`src/rtl/mem_access_sequencer_if.sv`:
```
// Data bus between the load/store sequencer and external memory.
// The master issues req/we/addr/wdata/be; the slave answers ack/err/rdata.
interface mem_access_sequencer_if;
  logic        bus_req;
  logic        bus_we;
  logic [31:0] bus_addr;
  logic [31:0] bus_wdata;
  logic [3:0]  bus_be;
  logic        bus_ack;
  logic [31:0] bus_rdata;
  logic        bus_err;

  modport master (
    output bus_req, bus_we, bus_addr,
    output bus_wdata, bus_be,
    input  bus_ack, bus_rdata, bus_err
  );

  modport slave (
    input  bus_req, bus_we, bus_addr,
    input  bus_wdata, bus_be,
    output bus_ack, bus_rdata, bus_err
  );
endinterface

```
`src/rtl/mem_access_sequencer.sv`:
```
// Multi-cycle load/store sequencer: legality check, req/ack bus
// transaction, lane strobes, load extension and one-cycle fault pulses.
module mem_access_sequencer #(
  parameter int TIMEOUT_CYCLES = 255
) (
  input  logic        clk,
  input  logic        rst_n,
  input  logic        mem_enable,
  input  logic        mem_rw_mode,
  input  logic [2:0]  mem_func,
  input  logic [31:0] addr,
  input  logic [31:0] wdata,
  output logic        stall,
  output logic        done,
  output logic [31:0] rdata,
  output logic        fault,
  output logic [1:0]  fault_cause,
  mem_access_sequencer_if.master bus
);

  typedef enum logic [1:0] {
    IDLE, REQ, DONE, FAULT
  } state_t;

  localparam int CW =
    (TIMEOUT_CYCLES < 2) ? 1 :
    $clog2(TIMEOUT_CYCLES + 1);
  localparam logic [CW-1:0] TO_MAX =
    CW'(TIMEOUT_CYCLES);
  localparam bit TO_EN = (TIMEOUT_CYCLES != 0);

  state_t        state_q, state_d;
  logic [CW-1:0] cnt_q, cnt_d;
  logic [1:0]    cause_q, cause_d;
  logic [31:0]   rdata_q, rdata_d;
  logic          latch;

  logic          we_q;
  logic [31:0]   addr_q, wdata_q;
  logic [3:0]    be_q;
  logic [2:0]    func_q;
  logic [1:0]    off_q;

  logic          legal, aligned;
  logic [3:0]    be_n;
  logic [31:0]   wd_n;
  logic [7:0]    lb;
  logic [15:0]   lh;
  logic [31:0]   ld;

  // Request decode: legality, alignment, lanes, replicated store data
  always_comb begin
    legal   = 1'b0;
    aligned = 1'b1;
    be_n    = 4'b0000;
    wd_n    = 32'h0;
    case (mem_func)
      3'b000, 3'b001, 3'b010: legal = 1'b1;
      3'b100, 3'b101:         legal = !mem_rw_mode;
      default:                legal = 1'b0;
    endcase
    case (mem_func[1:0])
      2'b00: begin
        aligned = 1'b1;
        be_n    = 4'b0001 << addr[1:0];
        wd_n    = {4{wdata[7:0]}};
      end
      2'b01: begin
        aligned = !addr[0];
        be_n    = addr[1] ? 4'b1100 : 4'b0011;
        wd_n    = {2{wdata[15:0]}};
      end
      default: begin
        aligned = (addr[1:0] == 2'b00);
        be_n    = 4'b1111;
        wd_n    = wdata;
      end
    endcase
    if (!mem_rw_mode)
      wd_n = 32'h0;
  end

  // Load lane extraction from the returned word
  always_comb begin
    lb = 8'h0;
    lh = off_q[1] ? bus.bus_rdata[31:16]
                  : bus.bus_rdata[15:0];
    case (off_q)
      2'd0:    lb = bus.bus_rdata[7:0];
      2'd1:    lb = bus.bus_rdata[15:8];
      2'd2:    lb = bus.bus_rdata[23:16];
      default: lb = bus.bus_rdata[31:24];
    endcase
    case (func_q)
      3'b000:  ld = {{24{lb[7]}}, lb};
      3'b001:  ld = {{16{lh[15]}}, lh};
      3'b100:  ld = {24'h0, lb};
      3'b101:  ld = {16'h0, lh};
      default: ld = bus.bus_rdata;
    endcase
  end

  always_comb begin
    state_d = state_q;
    cnt_d   = cnt_q;
    cause_d = cause_q;
    rdata_d = rdata_q;
    latch   = 1'b0;
    case (state_q)
      IDLE: begin
        if (mem_enable) begin
          if (!legal) begin
            state_d = FAULT;
            cause_d = 2'b01;
          end else if (!aligned) begin
            state_d = FAULT;
            cause_d = 2'b00;
          end else begin
            state_d = REQ;
            latch   = 1'b1;
            cnt_d   = '0;
          end
        end
      end
      REQ: begin
        if (bus.bus_err) begin
          state_d = FAULT;
          cause_d = 2'b10;
        end else if (bus.bus_ack) begin
          state_d = DONE;
          if (!we_q)
            rdata_d = ld;
        end else if (TO_EN &&
                     cnt_q == TO_MAX - 1'b1) begin
          state_d = FAULT;
          cause_d = 2'b11;
          cnt_d   = TO_MAX;
        end else if (TO_EN && cnt_q != TO_MAX) begin
          cnt_d = cnt_q + 1'b1;
        end
      end
      DONE:    state_d = IDLE;
      FAULT:   state_d = IDLE;
      default: state_d = IDLE;
    endcase
  end

  always_ff @(posedge clk or negedge rst_n) begin
    if (!rst_n) begin
      state_q <= IDLE;
      cnt_q   <= '0;
      cause_q <= 2'b00;
      rdata_q <= 32'h0;
      we_q    <= 1'b0;
      addr_q  <= 32'h0;
      wdata_q <= 32'h0;
      be_q    <= 4'h0;
      func_q  <= 3'b000;
      off_q   <= 2'b00;
    end else begin
      state_q <= state_d;
      cnt_q   <= cnt_d;
      cause_q <= cause_d;
      rdata_q <= rdata_d;
      if (latch) begin
        we_q    <= mem_rw_mode;
        addr_q  <= {addr[31:2], 2'b00};
        wdata_q <= wd_n;
        be_q    <= be_n;
        func_q  <= mem_func;
        off_q   <= addr[1:0];
      end
    end
  end

  assign stall = (state_q == IDLE && mem_enable) ||
                 (state_q == REQ);
  assign done        = (state_q == DONE);
  assign fault       = (state_q == FAULT);
  assign fault_cause = cause_q;
  assign rdata       = rdata_q;

  assign bus.bus_req   = (state_q == REQ);
  assign bus.bus_we    = we_q;
  assign bus.bus_addr  = addr_q;
  assign bus.bus_wdata = wdata_q;
  assign bus.bus_be    = be_q;

endmodule

```
`src/flat_wrapper.sv`:
```
// flat-port wrapper written by rule: the top's interface ports become plain ports
module mem_access_sequencer_flat 
#(
  parameter int TIMEOUT_CYCLES = 255
)
  (clk, rst_n, mem_enable, mem_rw_mode, mem_func, addr, wdata, stall, done, rdata, fault, fault_cause, bus_bus_req, bus_bus_we, bus_bus_addr, bus_bus_wdata, bus_bus_be, bus_bus_ack, bus_bus_rdata, bus_bus_err);
  mem_access_sequencer_if bus_i ();
  input  logic clk;
  input  logic rst_n;
  input  logic mem_enable;
  input  logic mem_rw_mode;
  input  logic [2:0] mem_func;
  input  logic [31:0] addr;
  input  logic [31:0] wdata;
  output logic stall;
  output logic done;
  output logic [31:0] rdata;
  output logic fault;
  output logic [1:0] fault_cause;
  output wire logic [$bits(bus_i.bus_req)-1:0] bus_bus_req;
  output wire logic [$bits(bus_i.bus_we)-1:0] bus_bus_we;
  output wire logic [$bits(bus_i.bus_addr)-1:0] bus_bus_addr;
  output wire logic [$bits(bus_i.bus_wdata)-1:0] bus_bus_wdata;
  output wire logic [$bits(bus_i.bus_be)-1:0] bus_bus_be;
  input wire logic [$bits(bus_i.bus_ack)-1:0] bus_bus_ack;
  input wire logic [$bits(bus_i.bus_rdata)-1:0] bus_bus_rdata;
  input wire logic [$bits(bus_i.bus_err)-1:0] bus_bus_err;
  assign bus_bus_req = bus_i.bus_req;
  assign bus_bus_we = bus_i.bus_we;
  assign bus_bus_addr = bus_i.bus_addr;
  assign bus_bus_wdata = bus_i.bus_wdata;
  assign bus_bus_be = bus_i.bus_be;
  assign bus_i.bus_ack = bus_bus_ack;
  assign bus_i.bus_rdata = bus_bus_rdata;
  assign bus_i.bus_err = bus_bus_err;
  mem_access_sequencer #(.TIMEOUT_CYCLES(TIMEOUT_CYCLES)) u_core (.clk(clk), .rst_n(rst_n), .mem_enable(mem_enable), .mem_rw_mode(mem_rw_mode), .mem_func(mem_func), .addr(addr), .wdata(wdata), .stall(stall), .done(done), .rdata(rdata), .fault(fault), .fault_cause(fault_cause), .bus(bus_i));
endmodule
```
`config.mk`:
```
export PLATFORM = sky130hd
export DESIGN_NAME = mem_access_sequencer_flat
export DESIGN_NICKNAME = d
export VERILOG_FILES = /design/src/rtl/mem_access_sequencer_if.sv /design/src/rtl/mem_access_sequencer.sv /design/src/flat_wrapper.sv
export SDC_FILE = /design/constraint.sdc
export NUM_CORES = 1
export LEC_CHECK = 0
export CAP_MARGIN = 10
export CORE_ASPECT_RATIO = 1.4
export CORE_UTILIZATION = 30
export CTS_CLUSTER_DIAMETER = 100
export CTS_CLUSTER_SIZE = 24
export DETAILED_ROUTE_END_ITERATION = 10
export PLACE_DENSITY = 0.63
export SLEW_MARGIN = 20
export SYNTH_ARGS = -nofsm -noshare
export SYNTH_HDL_FRONTEND = slang
export SYNTH_SLANG_ARGS = --single-unit
```
`constraint.sdc`:
```
create_clock -name clk -period 2.7 [get_ports clk]
set_clock_uncertainty 0.2 [all_clocks]
set_input_delay 0.54 -clock clk [delete_from_list [all_inputs] [get_ports clk]]
set_output_delay 0.54 -clock clk [all_outputs]
set_load 0.01 [all_outputs]
```
==> flow_summary.toml <==
[synth]
ys_warn_count = 0
synth_seq_cells = 116
seq_area_frac_synth_pct = 51.3
synth_area_per_cell_um2 = 10.1
synthesis.area_mm2 = 0.00565
syn_inst = 558
synth_cell_types = 50
synth-async-reset-ratio_pct = 100
synthFlopType = "dfrtp_1"
synth-edff-count = 0

[clocking]
cts.sinks = 116
root_buffer = "clkbuf_16"
cts_buffers = 17
cts_hold_repair.buffers = 1
cts_buffer_depth = 2
cts.repair.resized = 0
clk_pin_slew_ps = 50
insertion_delay_ps = 410
cts_tree = "built"
htree_levels = 4
post_cts_buffers = 0

[detailed_routing]
num_vias = 5005
wl_mm = 17.5
drcViolationCount = 0
wl_per_cell_um = 17.0
drt-initial-drc-count = 372
drt-pass1-iter-count = 4
drtAntennaViolNets = 0
vias_per_cell = 4.87

[die]
die_h_um = 164
io_pins = 212
start_util_pct = 30.5
placementRows = 59
dieArea_mm2 = 0.0194
coreArea_mm2 = 0.0185
dieWidth_um = 118

[sta]
slew_headroom_pct = 64.4
setup_violations = 0
post-route-min-period_ps = 2540
rsz0062_at_grt = "no"
post-route-period-util_pct = 94.0
fin_ws_ps = 161
slew_violations = 0
finalSetupTns_ps = 0
tightestPinTransition_ps = 534
fmaxAchievable_mhz = 394
finalHoldViolCount = 0

[worst_setup_path]
crit_start = "mem_enable"
critPathArrivalTime_ps = 1800
worst_ep_required_time_ps = 1960
reg2reg_depth = 4
start_kind = "input pin"
cp-end-kind = "output pin"
crit_path_max_fanout = 3
timing.reg2reg.setup_slack_ps = 660
r2r_start = "u_core.off_q[0]"
crit_end = "stall"
path_class = "in -> out"
r2r-end = "u_core.rdata[6]"

[global_routing]
grt_usage_pct = 18.4
antenna_found_initial = 0
grt_pass1_vias = 5018
grt_pass1_wl_mm = 27.6
overflow = 0
grt_max_degree = 51

[place]
dpl_worst_slack_ps = 109
place_hpwl_mm = 12.7
gp_congestion = 0.808
port_buffers = 209

[min_path]
holdCritStartpoint = "u_core.rdata[1]"
hold_path.class = "reg -> reg"

[finish]
area_delta_synth_final_pct = 55.5
diodes = 0
fin_nets = 878
drive_gt1_share_pct = 14.4

[power]
power.density_mw_per_mm2 = 1070
ir_drop_mv = 0.432
power.leakage_uw = 0.00380

[run]
cap_violations = 0

[status]
status = "completed"
-- cells in the mapped netlist, types with 2 or more instances --
library cell | n | area (µm²)
nor4_2 | 2 | 25.0
o22a_1 | 7 | 61.3
a41oi_1 | 2 | 17.5
and3_1 | 2 | 12.5
inv_1 | 7 | 26.3
or3_1 | 7 | 43.8
nand3_1 | 38 | 190
dfrtp_1 | 116 | 2900
nand4_1 | 2 | 12.5
clkbuf_1 | 28 | 105
a22oi_1 | 9 | 67.6
mux2_2 | 42 | 473
o31ai_1 | 17 | 128
nor2b_1 | 2 | 12.5
buf_6 | 3 | 33.8
clkinv_1 | 2 | 7.51
and3b_1 | 7 | 61.3
a211o_1 | 7 | 61.3
nor2_1 | 9 | 33.8
mux2i_1 | 24 | 240
a21oi_1 | 21 | 105
o21ai_0 | 55 | 275
a21boi_0 | 2 | 15.0
buf_2 | 9 | 45.0
buf_4 | 3 | 22.5
nand2_1 | 104 | 390
nand2b_1 | 4 | 25.0
ha_1 | 2 | 25.0
nor3_1 | 2 | 10.0
a31oi_1 | 3 | 18.8
-- stage by stage --
step / area (µm²) / power, µW / cells / hold slack (ps) / util, %
finish: 8790 / 9400 / 1028 / 278 / 47.4
detailed placement: 8110 / 6930 / 995 / 270 / 43.8
global route: 8790 / 9980 / 1028 / 309 / 47.4
floorplan: 5660 / 4710 / 559 / 44.4 / -
global placement: 8110 / 6870 / 995 / 260 / 43.8
CTS: 8790 / 9530 / 1028 / 283 / 47.4
-- power breakdown --
part / internal (µW) / leakage [µW] / switching [µW] / total [µW]
Sequential: 2520 / 0.00147 / 533 / 3050
Clock: 1710 / 0.000310 / 825 / 2530
Combinational: 2160 / 0.00202 / 1660 / 3820
-- sequential cells by signal, summed over array words and instances, names as in the netlist --
register and cells:
u_core.bus.bus_be 4, u_core.state_q 2, u_core.func_q 3, u_core.bus.bus_wdata 32, u_core.off_q 2, u_core.bus.bus_we 1
u_core.cnt_q 8, u_core.fault_cause 2, u_core.bus.bus_addr 30, u_core.rdata 32
-- per-layer routing --
| layer | vias up | routed length, µm | GRT usage [%] |
|---|---|---|---|
| met4 | 0 | 379 | 7.28 |
| met1 | 2386 | 7270 | 22.4 |
| li1 | 2417 | - | - |
| met5 | - | 0 | 0 |
| met3 | 25 | 935 | 4.42 |
| met2 | 177 | 8870 | 31.5 |
-- kinds of logic after synthesis --
logic type                 synth area share (%)
AOI/OAI and AO/OA                          15.1
adders and majority gates                 0.443
buffers and inverters                      4.25
DFF                                        51.3
muxes                                      13.3
other                                    0.0663
and+or+nand+nor                            15.5
-- cells in the final DEF, fill, tap and decap left out, types with 2 or more instances in the layout --
cell / count
inv_1: 7
dfrtp_1: 116
clkinvlp_4: 5
or3_1: 7
o22a_1: 7
o31ai_1: 17
conb_1: 2
buf_4: 23
clkinv_1: 2
nand4_1: 2
o21ai_0: 55
mux2_2: 42
a21boi_0: 2
and3_1: 2
a31oi_1: 3
and3b_1: 7
a211o_1: 7
nor2b_1: 2
clkbuf_16: 17
bufinv_16: 5
a22oi_1: 9
nand3_1: 38
nand2b_1: 4
a41oi_1: 2
nor2_1: 9
nor3_1: 2
buf_12: 4
a21oi_1: 21
clkbuf_8: 3
ha_1: 2
clkdlybuf4s50_1: 208
mux2i_1: 24
nand2_1: 104
-- cell type report --
cell class / instances / area [µm²]
Tap cell: 244 / 305
Clock buffer: 20 / 467
Fill cell: 1734 / 9740
Sequential cell: 116 / 2900
Multi-Input combinational cell: 391 / 2530
Timing Repair Buffer: 236 / 2340
Inverter: 9 / 33.8
Clock inverter: 12 / 201
-- how the worst min path moves through the flow --
stage | end | slack, ps | cells past startpoint
after detailed placement | u_core.bus.bus_wdata[29] | 270 | 2
final | u_core.rdata[1] | 280 | 2
after floorplan | u_core.bus.bus_addr[10] | 40 | 0
after global placement | u_core.bus.bus_wdata[17] | 260 | 2
after CTS | u_core.bus.bus_wdata[26] | 280 | 2
after global routing | u_core.bus.bus_addr[11] | 310 | 1
-- worst max-delay path: stages --
cell and delay [ps]:
clkdlybuf4s50_1 530, nor2_1 70, nor2_1 100, clkdlybuf4s50_1 560
Power figures use the tool's default switching activity.
